<file path="src/rtl/ws2812b_rx.sv">
// ws2812b_rx: WS2812B single-wire receiver. Classifies high-pulse widths into bits, assembles
// 24-bit GRB words (MSB first) on a valid/ready port, flags reset gaps and protocol errors.
// Define WS2812B_RX_FORWARD_EN to add the cascaded-LED forward output `dout`.
module ws2812b_rx #(
  parameter int unsigned CLOCK_MHZ = 64,
  parameter int unsigned THRESH_NS = 600,
  parameter int unsigned MIN_H_NS  = 150,
  parameter int unsigned MAX_H_NS  = 5000,
  parameter int unsigned RES_NS    = 50000
) (
  input  logic        clk,
  input  logic        rst_n,
  input  logic        din,
  output logic [23:0] data_out,
  output logic        valid,
  input  logic        ready,
  output logic        latch,
  output logic        error,
  output logic        overrun
`ifdef WS2812B_RX_FORWARD_EN
  ,
  output logic        dout
`endif
);

  localparam logic [15:0] CYC_THRESH = 16'((CLOCK_MHZ * THRESH_NS + 500) / 1000);
  localparam logic [15:0] CYC_MIN    = 16'((CLOCK_MHZ * MIN_H_NS + 500) / 1000);
  localparam logic [15:0] CYC_MAXH   = 16'((CLOCK_MHZ * MAX_H_NS + 500) / 1000);
  localparam logic [15:0] CYC_RES    = 16'((CLOCK_MHZ * RES_NS + 500) / 1000);

  typedef enum logic [1:0] {StSync, StLow, StHigh} state_e;

  logic        sync1_q, ds_q, ds_prev_q;
  logic        rise;
  state_e      state_q, state_d;
  logic [15:0] lcnt_q, lcnt_d, lcnt_inc;
  logic [15:0] hcnt_q, hcnt_d;
  logic [4:0]  bit_cnt_q, bit_cnt_d;
  logic [22:0] shift_q, shift_d;
  logic [23:0] data_q, data_d;
  logic        valid_q, valid_d;
  logic        latch_q, latch_d;
  logic        error_q, error_d;
  logic        overrun_q, overrun_d;
  logic        frame_q, frame_d;
  logic        bit_val;

  assign rise     = ds_q & ~ds_prev_q;
  assign lcnt_inc = (lcnt_q == 16'hFFFF) ? lcnt_q : lcnt_q + 16'd1;
  assign bit_val  = (hcnt_q >= CYC_THRESH);

  always_comb begin
    state_d   = state_q;
    lcnt_d    = lcnt_q;
    hcnt_d    = hcnt_q;
    bit_cnt_d = bit_cnt_q;
    shift_d   = shift_q;
    data_d    = data_q;
    valid_d   = valid_q;
    latch_d   = 1'b0;
    error_d   = 1'b0;
    overrun_d = overrun_q;
    frame_d   = frame_q;

    if (valid_q && ready) valid_d = 1'b0;

    unique case (state_q)
      StSync: begin
        if (ds_q) begin
          lcnt_d = '0;
        end else begin
          lcnt_d = lcnt_inc;
          if (lcnt_inc == CYC_RES) state_d = StLow;
        end
      end

      StLow: begin
        lcnt_d = lcnt_inc;
        if (rise) begin
          state_d = StHigh;
          hcnt_d  = 16'd1;
        end else if (lcnt_q != CYC_RES && lcnt_inc == CYC_RES) begin
          // Only the crossing counts, so a long gap is evaluated once.
          if (bit_cnt_q != 5'd0) begin
            error_d   = 1'b1;
            bit_cnt_d = '0;
            frame_d   = 1'b0;
          end else if (frame_q) begin
            latch_d = 1'b1;
            frame_d = 1'b0;
          end
        end
      end

      StHigh: begin
        if (ds_q) begin
          hcnt_d = hcnt_q + 16'd1;
          if (hcnt_q + 16'd1 >= CYC_MAXH) begin
            error_d   = 1'b1;
            bit_cnt_d = '0;
            frame_d   = 1'b0;
            lcnt_d    = '0;
            state_d   = StSync;
          end
        end else if (hcnt_q < CYC_MIN) begin
          error_d   = 1'b1;
          bit_cnt_d = '0;
          frame_d   = 1'b0;
          lcnt_d    = 16'd1;
          state_d   = StSync;
        end else begin
          shift_d = {shift_q[21:0], bit_val};
          lcnt_d  = 16'd1;
          state_d = StLow;
          if (bit_cnt_q == 5'd23) begin
            bit_cnt_d = '0;
            frame_d   = 1'b1;
            if (!valid_q || ready) begin
              data_d  = {shift_q, bit_val};
              valid_d = 1'b1;
            end else begin
              // Old word is kept; the new one is dropped.
              overrun_d = 1'b1;
              error_d   = 1'b1;
            end
          end else begin
            bit_cnt_d = bit_cnt_q + 5'd1;
          end
        end
      end

      default: state_d = StSync;
    endcase
  end

  always_ff @(posedge clk) begin
    if (!rst_n) begin
      sync1_q   <= 1'b0;
      ds_q      <= 1'b0;
      ds_prev_q <= 1'b0;
      state_q   <= StSync;
      lcnt_q    <= '0;
      hcnt_q    <= '0;
      bit_cnt_q <= '0;
      shift_q   <= '0;
      data_q    <= '0;
      valid_q   <= 1'b0;
      latch_q   <= 1'b0;
      error_q   <= 1'b0;
      overrun_q <= 1'b0;
      frame_q   <= 1'b0;
    end else begin
      sync1_q   <= din;
      ds_q      <= sync1_q;
      ds_prev_q <= ds_q;
      state_q   <= state_d;
      lcnt_q    <= lcnt_d;
      hcnt_q    <= hcnt_d;
      bit_cnt_q <= bit_cnt_d;
      shift_q   <= shift_d;
      data_q    <= data_d;
      valid_q   <= valid_d;
      latch_q   <= latch_d;
      error_q   <= error_d;
      overrun_q <= overrun_d;
      frame_q   <= frame_d;
    end
  end

  assign data_out = data_q;
  assign valid    = valid_q;
  assign latch    = latch_q;
  assign error    = error_q;
  assign overrun  = overrun_q;

`ifdef WS2812B_RX_FORWARD_EN
  logic fwd_q, fwd_d;

  // Forwarding opens once the first word of a frame is consumed locally.
  always_comb begin
    fwd_d = fwd_q;
    if (error_d || latch_d) begin
      fwd_d = 1'b0;
    end else if (state_q == StHigh && state_d == StLow && bit_cnt_q == 5'd23) begin
      fwd_d = 1'b1;
    end
  end

  always_ff @(posedge clk) begin
    if (!rst_n) fwd_q <= 1'b0;
    else        fwd_q <= fwd_d;
  end

  assign dout = fwd_q & ds_q;
`endif

endmodule

</file>
<file path="config.mk">
export PLATFORM = sky130hd
export DESIGN_NAME = ws2812b_rx
export DESIGN_NICKNAME = d
export VERILOG_FILES = /design/src/rtl/ws2812b_rx.sv
export SDC_FILE = /design/constraint.sdc
export NUM_CORES = 1
export LEC_CHECK = 0
export CORE_MARGIN = 2
export CORE_UTILIZATION = 39
export DETAILED_ROUTE_END_ITERATION = 16
export PLACE_DENSITY = 0.63
export SYNTH_ARGS = -nofsm -noshare
export SYNTH_HDL_FRONTEND = slang
export SYNTH_SLANG_ARGS = --single-unit
</file>
<file path="constraint.sdc">
create_clock -name clk -period 2.4 [get_ports clk]
set_clock_uncertainty 0.15 [all_clocks]
set_input_delay 0.48 -clock clk [delete_from_list [all_inputs] [get_ports clk]]
set_output_delay 0.48 -clock clk [all_outputs]
set_load 0.1 [all_outputs]
</file>
==> impl_results.md <==
* GR Layer Usage met2 at 32.6%
* Vias per cell at 5.44
* Initial antenna violation count at 0
* Outcome: finished, violations left
* Min-delay src: sync1_q
* Tcrit/Tclk final at 105%
* Storage cell area at 0.00191 sq mm
* Post-route antenna net violation count at 0
* Max Cap Viol at 0
* Number of distinct library cells after synthesis at 71
* Hold_buf cts at 0
* Crit path buf inv count at 2
* Combinational cell fraction of total power at 5.0%
* Critical path class: flop to flop
* DRC at 0
* Synth Register Bits at 94
* RSZ-0062 raised after global routing: true
* H-tree depth at 3
* Fin nets at 785
* Crit path cell chain: buf_4 -> nand4_1 -> xor2_1 -> o2111ai_2 -> nor4_2 -> buf_4 -> a41oi_2 -> a211o_1 -> mux2i_1
* Syn_area_per_cell at 7.97 sq um
* Fraction of layout cells with a size suffix above 1 at 32.9%
* Final setup violation count at 13
* Die area at 0.0145 sq mm
* Antenna Diode Count at 0
* CP peak stage delay at 400 ps
* RR Endpoint: state_q[0]
* Post-synth EDFFs at 0
* Crit. End Element: flop
* Max VDD drop at 0.383 mV
* TritonCTS Sinks at 94
* Worst R2R Path Depth at 9
* Placed cell area at 0.00632 sq mm
* Slowest cell on crit path: nor4_2
* Pin count of the biggest net entering global routing at 62
* Critical path peak fanout at 8
* Post-layout utilization of the core at 54.3%
* Placement row count at 42
* GRT Util Overall at 20.1%
* Fill count at 1247
* Grt ovf at 0
* Chip height at 120 um
* Failing checks: setup timing
* Num CTS Buffers at 9
* Design Power at 3.17 mW
* Fmax at 398 MHz
* Sw frac at 24.8%
* Synth Net Count at 675
* Initial core utilization at 39.8%
* Width of the chip at 120 um
* Worst slew margin at 61.8%
* Clock slew at reported path FFs at 80 ps
* Iter 0 DRT Violations at 384
* Warnings, synthesis at 0
* Synth Cell Area at 0.00527 sq mm
* Commonest non-fill, non-tap cell in the layout: nand2_1
* Post-route worst setup slack at -114 ps
* Clk_lat worst skew at 360 ps
* Pre-antenna DRT Iters at 4
* Part of the power in registers at 49.6%
* CP startpoint kind: flop
* Leak at 2.59 nW
* Least-Margin Pin Slew at 567 ps
* Port Buffer Count at 31
* FF-to-FF Start: lcnt_q[8]
* Worst Path Required at 2500 ps
* Post-synthesis sequential area ratio at 35.7%
* Routed WL at 14600 um
* R2R setup slack at -110 ps
* Minimum clock period at 2510 ps
* Most frequent CP cell: buf_4
* Hold Path Sink: ds_q
* Root Buffer: clkbuf_16
* Longest Clk Path Bufs at 2
* Placeable Area at 0.0132 sq mm
* Switching power at 0.787 mW
* Hold path cells at 1
* Async SR Flop Fraction at 0%
* Area of the multi-input gates at 0.00354 sq mm
* WL/cell at 15.3 um
* Vias at 5178
* P_int at 2.38 mW
* Most frequent cells in the layout: nand2_1 (139), buf_4 (123), dfxtp_1 (79), a21boi_0 (46), a21oi_1 (28)
* Grt met3 use at 3.58%
* Gp weighted congestion at 0.944
* Hold Fails Final Rpt at 0
* Delay-heaviest family, CP: compound AO/OA/AOI/OAI gates
* Clk pwr share at 45.4%
* Post-synthesis cell count at 661
* TritonCTS clock tree: built
* Met1 global-route usage at 25.6%
* Pwr dens at 440 mW/mm^2
* Area Growth Syn to Fin at 36.5%
* Placed wire-length estimate at 9600 um
* Min-Delay Path Class: flop to flop
* First-pass GRT wire length at 23600 um
* Worst slack, placed at -216 ps
* Vias in the first global route at 5010
* Final Max Tran Viols at 0
* Final instance area at 0.00720 sq mm
* I/O pin count at 32
* Top_reg_cell synth: dfxtp_1
* CP arrival at 2620 ps
* GRT busiest layer: met2
[final cells by class]
| type | instances | share of cell area (%) |
|---|---|---|
| clock buffer | 9 | 3.13 |
| inverter | 16 | 0.834 |
| clock inverter | 7 | 1.04 |
| timing repair buffer | 142 | 16.3 |
| multi-input combinational | 508 | 49.1 |
| tap | 176 | 3.06 |
| sequential | 94 | 26.5 |
[power by group through the flow]
stage	Sequential [mW]	Clock, mW	Combinational [mW]
global route	1.57	1.53	0.170
global placement	1.61	0	0.113
floorplan	1.61	0	0.0787
CTS	1.57	1.48	0.127
finish	1.57	1.44	0.159
detailed placement	1.61	0	0.115
[worst register-to-register path, delay by kind of cell (launching register included)]
kind | cells | cell delay (ps)
AO/OA/AOI/OAI | 3 | 630
AND/OR/NAND/NOR | 2 | 520
flip-flops | 1 | 370
buffers and inverters | 2 | 350
XOR/XNOR | 1 | 260
multiplexers | 1 | 130
[logic make-up (layout without fill, tap and decap cells)]
| group | count (synthesis) | in the layout | synth area share (%) |
|---|---|---|---|
| xor gates and xnor gates | 10 | 10 | 1.66 |
| adders and majority gates | 10 | 10 | 2.37 |
| and+or+nand+nor | 306 | 306 | 30.4 |
| AOI/OAI and AO/OA | 169 | 171 | 22.5 |
| buffers and inverters | 61 | 174 | 5.13 |
| muxes | 11 | 11 | 2.18 |
| DFF | 94 | 94 | 35.7 |
[per-layer routing]
layer,vias to the layer above,wire [um]
li1,2560,-
met1,2439,6410
met2,148,7060
met3,31,723
met4,0,369
met5,-,0
[cells in the mapped netlist, types with 3 or more instances]
| cell type | n | area share (%) |
|---|---|---|
| a31oi_1 | 4 | 0.47 |
| o211a_1 | 6 | 1.1 |
| nand3_1 | 18 | 1.7 |
| nand4_2 | 4 | 0.95 |
| a21boi_0 | 46 | 6.6 |
| dfxtp_1 | 94 | 36 |
| nand2_1 | 139 | 9.9 |
| buf_2 | 14 | 1.3 |
| nor3_1 | 20 | 1.9 |
| mux2_2 | 4 | 0.85 |
| and4_1 | 8 | 1.3 |
| or4_1 | 4 | 0.57 |
| nor4_2 | 3 | 0.71 |
| nor4_1 | 6 | 0.71 |
| xor2_1 | 7 | 1.2 |
| nor2b_1 | 13 | 1.5 |
| o22ai_1 | 4 | 0.47 |
| o21a_1 | 12 | 1.7 |
| o211ai_1 | 3 | 0.43 |
| o21ai_1 | 3 | 0.28 |
| nand4_1 | 9 | 1.1 |
| o2111ai_1 | 3 | 0.50 |
| o221a_2 | 4 | 0.85 |
| a21boi_1 | 9 | 1.3 |
| nor2_1 | 31 | 2.2 |
| o21ai_0 | 24 | 2.3 |
| and2_1 | 7 | 0.83 |
| a211o_1 | 3 | 0.50 |
| inv_1 | 16 | 1.1 |
| clkbuf_1 | 26 | 1.9 |
| nor3b_1 | 4 | 0.57 |
| nand3_2 | 4 | 0.76 |
| or2_2 | 3 | 0.36 |
| and3_1 | 3 | 0.36 |
| nand2b_1 | 9 | 1.1 |
| ha_1 | 10 | 2.4 |
| mux2i_1 | 7 | 1.3 |
| or3_1 | 5 | 0.59 |
| xnor2_1 | 3 | 0.50 |
| a21oi_1 | 30 | 2.8 |
[registers in the layout, indices dropped and copies added, names as in the netlist]
signal     flops
bit_cnt_q      5
data_out      24
ds_prev_q      1
ds_q           1
error          1
frame_q        1
hcnt_q        16
latch          1
lcnt_q        16
overrun        1
shift_q       23
state_q        2
sync1_q        1
valid          1
[metrics by stage]
| step | setup TNS, ps | hold slack, ps | cells |
|---|---|---|---|
| after floorplan | -6.43 | 262 | 661 |
| after global placement | -902 | 291 | 916 |
| after detailed placement | -2890 | 284 | 916 |
| after CTS | -25.7 | 309 | 944 |
| after global routing | -2400 | 321 | 952 |
| final | -426 | 309 | 952 |
[worst max path at each step]
| stage | depth (start not counted) | end | from |
|---|---|---|---|
| floorplan | 8 | state_q[0] | lcnt_q[1] |
| global placement | 9 | bit_cnt_q[1] | lcnt_q[0] |
| detailed placement | 8 | lcnt_q[11] | hcnt_q[1] |
| CTS | 8 | state_q[0] | lcnt_q[0] |
| global route | 9 | state_q[0] | lcnt_q[9] |
| finish | 9 | state_q[0] | lcnt_q[8] |
[what timing repair did]
item | 4_1_cts | 5_1_grt
endpoints found under the setup margin | 26 | 52
pin swaps | 17 | 38
resized for setup | 33 | 61
setup buffers | 10 | 9
endpoints found under the hold margin | 0 | 0
cloned | 2 | 0
Note: power is estimated with default switching activity, not from simulation.
